<file path="config.mk">
export PLATFORM = sky130hd
export DESIGN_NAME = vx_vector_repack
export DESIGN_NICKNAME = d
export VERILOG_FILES = /design/src/rtl/vx_vector_pkg.sv /design/src/rtl/vx_vector_repack.sv
export SDC_FILE = /design/constraint.sdc
export NUM_CORES = 1
export LEC_CHECK = 0
export ABC_AREA = 1
export CAP_MARGIN = 25
export CORE_AREA = 2 2 199 162
export DETAILED_ROUTE_END_ITERATION = 8
export DIE_AREA = 0 0 201 164
export MAX_ROUTING_LAYER = met4
export PLACE_DENSITY = 0.88
export SLEW_MARGIN = 20
export SYNTH_ARGS = -nofsm -noshare
export SYNTH_HDL_FRONTEND = slang
export SYNTH_SLANG_ARGS = --single-unit
</file>
<file path="constraint.sdc">
create_clock -name clk -period 4.7 [get_ports clk]
set_clock_uncertainty 0.1 [all_clocks]
set_input_delay 0.705 -clock clk [delete_from_list [all_inputs] [get_ports clk]]
set_output_delay 0.705 -clock clk [all_outputs]
set_load 0.05 [all_outputs]
</file>
<file path="src/rtl/vx_vector_pkg.sv">
// Shared vector-unit definitions: beat count, index widths and lane/vector types.
// Used by both the unroll and repack stages so the beat ordering and
// per-beat lane placement are derived from one place.
package vx_vector_pkg;

    localparam int VX_VLEN        = 256;
    localparam int VX_NUM_THREADS = 4;
    localparam int VX_XLEN        = 32;

    // Number of beats needed to carry one VLEN-wide vector NUM_THREADS*XLEN
    // bits at a time. Returns 0 for any configuration that does not divide
    // evenly, which the users turn into an elaboration error.
    function automatic int vec_beats(input int vlen, input int nt, input int xlen);
        if (nt * xlen <= 0) begin
            return 0;
        end
        if ((vlen % (nt * xlen)) != 0) begin
            return 0;
        end
        return vlen / (nt * xlen);
    endfunction

    // Index width that stays at least one bit wide for single-entry ranges.
    function automatic int log2up(input int n);
        return (n > 1) ? $clog2(n) : 1;
    endfunction

    localparam int VX_BEATS  = vec_beats(VX_VLEN, VX_NUM_THREADS, VX_XLEN);
    localparam int VX_BEAT_W = log2up(VX_BEATS);
    localparam int VX_THR_W  = log2up(VX_NUM_THREADS);

    typedef logic [VX_XLEN-1:0] lane_t;
    typedef logic [VX_VLEN-1:0] vreg_t;

endpackage

</file>
<file path="src/rtl/vx_vector_repack.sv">
// Purpose: rebuilds VLEN-wide per-thread vectors from XLEN-lane result beats
//          arriving thread-major, beat-minor, and presents them for writeback.
// Latency: final beat of a thread accepted in cycle N -> valid_out in N+1.
// Backpressure: only the final beat stalls on a full, non-draining output
//          register; non-final beats keep accumulating. ready_in is
//          combinational from ready_out, so drain and load can share a cycle.
//
// Ports: clk/reset (sync, active-high); valid_in/ready_in/data_in/tag_in
//        input beat handshake; valid_out/ready_out/data_out/thread_out/
//        tag_out/eop_out packed vector handshake; busy = work in flight.
module vx_vector_repack
    import vx_vector_pkg::*;
#(
    parameter int VLEN        = VX_VLEN,
    parameter int NUM_THREADS = VX_NUM_THREADS,
    parameter int XLEN        = VX_XLEN,
    parameter int TAG_WIDTH   = 8
) (
    input  logic                                 clk,
    input  logic                                 reset,
    input  logic                                 valid_in,
    output logic                                 ready_in,
    input  logic [NUM_THREADS-1:0][XLEN-1:0]     data_in,
    input  logic [TAG_WIDTH-1:0]                 tag_in,
    output logic                                 valid_out,
    input  logic                                 ready_out,
    output logic [VLEN-1:0]                      data_out,
    output logic [log2up(NUM_THREADS)-1:0]       thread_out,
    output logic [TAG_WIDTH-1:0]                 tag_out,
    output logic                                 eop_out,
    output logic                                 busy
);

    localparam int BEATS   = vec_beats(VLEN, NUM_THREADS, XLEN);
    localparam int BEAT_W  = log2up(BEATS);
    localparam int THR_W   = log2up(NUM_THREADS);
    localparam int SLICE_W = NUM_THREADS * XLEN;

    localparam logic [BEAT_W-1:0] LAST_BEAT = BEAT_W'(BEATS - 1);
    localparam logic [THR_W-1:0]  LAST_THR  = THR_W'(NUM_THREADS - 1);

    generate
        if (BEATS < 1) begin : g_bad_cfg
            $error("vx_vector_repack: VLEN must be a positive multiple of NUM_THREADS*XLEN");
        end
    endgenerate

    logic [BEAT_W-1:0]    r_beat_cntr;
    logic [THR_W-1:0]     r_thread_cntr;
    logic [VLEN-1:0]      r_accum;
    logic [TAG_WIDTH-1:0] r_tag;

    logic                 r_valid_out;
    logic [VLEN-1:0]      r_data_out;
    logic [THR_W-1:0]     r_thread_out;
    logic [TAG_WIDTH-1:0] r_tag_out;
    logic                 r_eop_out;

    logic                 w_final;
    logic                 w_first;
    logic                 w_accept;
    logic [VLEN-1:0]      w_merged;
    logic [THR_W-1:0]     w_thread_nxt;

    assign w_final  = (r_beat_cntr == LAST_BEAT);
    assign w_first  = (r_beat_cntr == '0) && (r_thread_cntr == '0);

    // Only the final beat needs the output register; earlier beats land in
    // the accumulator and never wait on writeback.
    assign ready_in = !w_final || !r_valid_out || ready_out;
    assign w_accept = valid_in && ready_in;

    assign w_thread_nxt = (r_thread_cntr == LAST_THR) ? '0 : r_thread_cntr + THR_W'(1);

    // Accumulator with the current beat's lanes dropped into their slice.
    // On the final beat this is the complete vector.
    always_comb begin
        w_merged = r_accum;
        w_merged[r_beat_cntr * SLICE_W +: SLICE_W] = data_in;
    end

    always_ff @(posedge clk) begin
        if (reset) begin
            r_beat_cntr   <= '0;
            r_thread_cntr <= '0;
            r_accum       <= '0;
            r_tag         <= '0;
            r_valid_out   <= 1'b0;
            r_data_out    <= '0;
            r_thread_out  <= '0;
            r_tag_out     <= '0;
            r_eop_out     <= 1'b0;
        end else begin
            if (w_accept) begin
                if (w_first) begin
                    r_tag <= tag_in;
                end
                if (w_final) begin
                    r_beat_cntr   <= '0;
                    r_thread_cntr <= w_thread_nxt;
                    r_data_out    <= w_merged;
                    r_thread_out  <= r_thread_cntr;
                    r_eop_out     <= (r_thread_cntr == LAST_THR);
                    // With one beat per thread the tag register has not been
                    // written yet on the first beat, so forward tag_in.
                    r_tag_out     <= w_first ? tag_in : r_tag;
                end else begin
                    r_accum     <= w_merged;
                    r_beat_cntr <= r_beat_cntr + BEAT_W'(1);
                end
            end

            // A load in the same cycle as a drain wins, giving zero bubble.
            if (w_accept && w_final) begin
                r_valid_out <= 1'b1;
            end else if (ready_out) begin
                r_valid_out <= 1'b0;
            end
        end
    end

    assign valid_out  = r_valid_out;
    assign data_out   = r_data_out;
    assign thread_out = r_thread_out;
    assign tag_out    = r_tag_out;
    assign eop_out    = r_eop_out;
    assign busy       = r_valid_out || (r_beat_cntr != '0) || (r_thread_cntr != '0);

endmodule

</file>
==> flow_summary.json <==
{
  "io_buffers": 409,
  "clkPwrFrac_pct": 38.0,
  "combPwrFrac_pct": 19.1,
  "grt-ovfl-total": 0,
  "rows": 58,
  "area_growth_pct": 34.65,
  "multi_input_area_um2": 5969,
  "hold_class": "flip-flop to flip-flop",
  "netlist.top_cell.by_area": "dfxtp_1",
  "dr_total_vias": 15089,
  "p_int_mw": 6.319,
  "rsz0062_at_grt": "no",
  "htree_num_levels": 2,
  "ys_top_cells_by_area": "dfxtp_1 (51%), nor2_1 (19%), nand2_1 (14%), inv_1 (6.8%), o21ai_0 (4.0%)",
  "cellLeakagePower_nw": 10.59,
  "critical_path_class": "flip-flop to output pin",
  "hold_violations": 0,
  "drt_iter0_drc": 1054,
  "ys_warn_count": 0,
  "period_needed_ns": 3.331,
  "tritoncts": "built",
  "clk_path_buf_depth": 3,
  "die_x_um": 201,
  "slowest_stage": "clkdlybuf4s50_1",
  "finish.utilization_pct": 69.09,
  "via_per_inst": 4.804,
  "path_cells": "clkinv_1, nand2_2, or2_2, clkdlybuf4s50_1",
  "fin_crit_sh_pct": 70.87,
  "cts_setup_buffers": 0,
  "die_y_um": 164,
  "netlist.area_leader.share_pct": 51.25,
  "start_kind": "flip-flop",
  "setup_ws_ns": 1.369,
  "io_pins": 410,
  "ir_drop_mv": 0.3161,
  "grt_max_degree": 177,
  "worst_pin_slew_ns": 0.8929,
  "clk_latency_ns": 0.53,
  "swShare_pct": 29.35,
  "synth-seq-cells": 407,
  "place_inst": 3068,
  "avgRoutedWirePerCell_um": 14.28,
  "finalSetupViolCount": 0,
  "start_util_pct": 51.31,
  "syn_area_per_cell_um2": 6.720,
  "fmax_ghz": 0.3002,
  "clkTransAtPathRegs_ns": 0.06,
  "drv_slew": 0,
  "synth_nets": 2508,
  "syn-cell-area_um2": 15900,
  "seq_power_share_pct": 43.0,
  "tns_ns": 0,
  "timing.slew.headroom_pct": 40.48,
  "switching_power_mw": 2.625,
  "yosys-top-cells-count": "nor2_1 (800), nand2_1 (573), dfxtp_1 (407)",
  "fin_nets": 2833,
  "critPathMaxFanout": 9,
  "synth.most_common_cell": "nor2_1",
  "synth_edf_count": 0,
  "place_ws_ns": 1.424,
  "drt_first_pass_iters": 5,
  "place_congestion": 0.8624,
  "netlist_instances": 2366,
  "cp_slowest_stage_delay_ns": 0.79,
  "antenna_left": 0,
  "cts_sinks": 407,
  "dp_hpwl_um": 29430,
  "crit_arrival_ns": 2.53,
  "grt_pass1_vias": 14276,
  "cts_hold_buf": 0,
  "insertedDiodeCount": 0,
  "cap_violations": 0,
  "p_per_area_nw_per_um2": 417.8,
  "drive_above_1_share_pct": 3.087,
  "cts_buffers": 41,
  "fill_cells": 2407,
  "path_buf_inv": 2,
  "crit_path_end_kind": "output pin",
  "async_reset_ff_share_pct": 0,
  "postRouteWirelength_um": 44850,
  "fin_cells": 3141,
  "cts.root.buffer_cell": "clkbuf_16",
  "yosysSeqAreaShare_pct": 51.25,
  "core_um2": 30990,
  "grt_pass1_wl_um": 70430,
  "worstPathRequired_ns": 3.89,
  "status": "completed",
  "regArea_um2": 8148,
  "synth.distinct_cells": 21,
  "antenna_found_initial": 0,
  "whs_ns": 0.3683,
  "post-route-drc-count": 0,
  "cts_resized": 0,
  "ys.flop_type": "dfxtp_1",
  "grtUsageTotal_pct": 26.95,
  "dieArea_um2": 32960,
  "crit_family": "buffers and inverters"
}
power groups by stage:
stage	combinational (mW)	sequential (mW)	clock (mW)
2_1_floorplan	0.582	4.42	0
3_3_place_gp	1.65	3.90	0
3_5_place_dp	1.69	3.91	0
4_1_cts	1.71	3.84	3.45
5_1_grt	1.84	3.87	3.61
6_report	1.71	3.84	3.39
cell families (layout without fill, tap and decap cells):
group	count (synthesis)	in the layout	synth area share (%)
AND/OR/NAND/NOR	1388	1388	32.97
buffers and inverters	431	786	11.29
flip-flops	407	407	51.25
AO/OA/AOI/OAI	138	138	4.344
adder cells (fa/ha/maj)	2	2	0.1574
routing by layer:
layer | routed length [µm] | up-vias | track usage [%]
li1 | - | 7541 | -
met3 | 3712 | 121 | 6.587
met2 | 20890 | 579 | 44.67
met4 | 1891 | 0 | 11.38
met1 | 18350 | 6848 | 31.50
met5 | 0 | - | -
layout by cell type, fill, tap and decap left out, drive strengths merged:
cell and instances:
nor2 802, nand2 574, clkdlybuf4s50 409, dfxtp 407
inv 293, o21ai 129, clkbuf 60, buf 10
a21oi 9, nand3 9, clkinv 9, bufinv 4
nand4 2, ha 2, or2 1, clkinvlp 1
state kept, by name, summed over array words and instances (netlist names):
| name | count |
|---|---|
| data_out | 256 |
| eop_out | 1 |
| r_accum | 128 |
| r_beat_cntr | 1 |
| r_tag | 8 |
| r_thread_cntr | 2 |
| tag_out | 8 |
| thread_out | 2 |
| valid_out | 1 |
final cells by class:
type | instances | share of cell area (%)
sequential | 407 | 38.06
multi-input combinational | 1528 | 27.88
timing repair buffer | 419 | 19.77
clock buffer | 60 | 5.792
inverter | 294 | 5.225
tap | 420 | 2.455
clock inverter | 13 | 0.8182
through the flow:
step	area (µm²)	power, mW
after floorplan	15900	5.001
after global placement	19990	5.553
after detailed placement	19990	5.601
after CTS	21410	8.994
after global routing	21410	9.308
final	21410	8.943
worst register-to-register path, stage by stage (launching register included):
cell and delay [ns]:
dfxtp_1 0.41, nor2_4 0.18, buf_4 0.39, buf_4 0.71, o21ai_0 0.30, nor2_1 0.14
worst paths after layout:
| path | startpoint | endpoint | slack [ns] | cells past startpoint |
|---|---|---|---|---|
| max | r_beat_cntr | busy | 1.37 | 4 |
| min | r_accum[126] | data_out[126] | 0.37 | 2 |
| max reg2reg | r_beat_cntr | r_accum[92] | 2.41 | 5 |
| min reg2reg | r_accum[126] | data_out[126] | 0.37 | 2 |
Power figures use the tool's default switching activity.
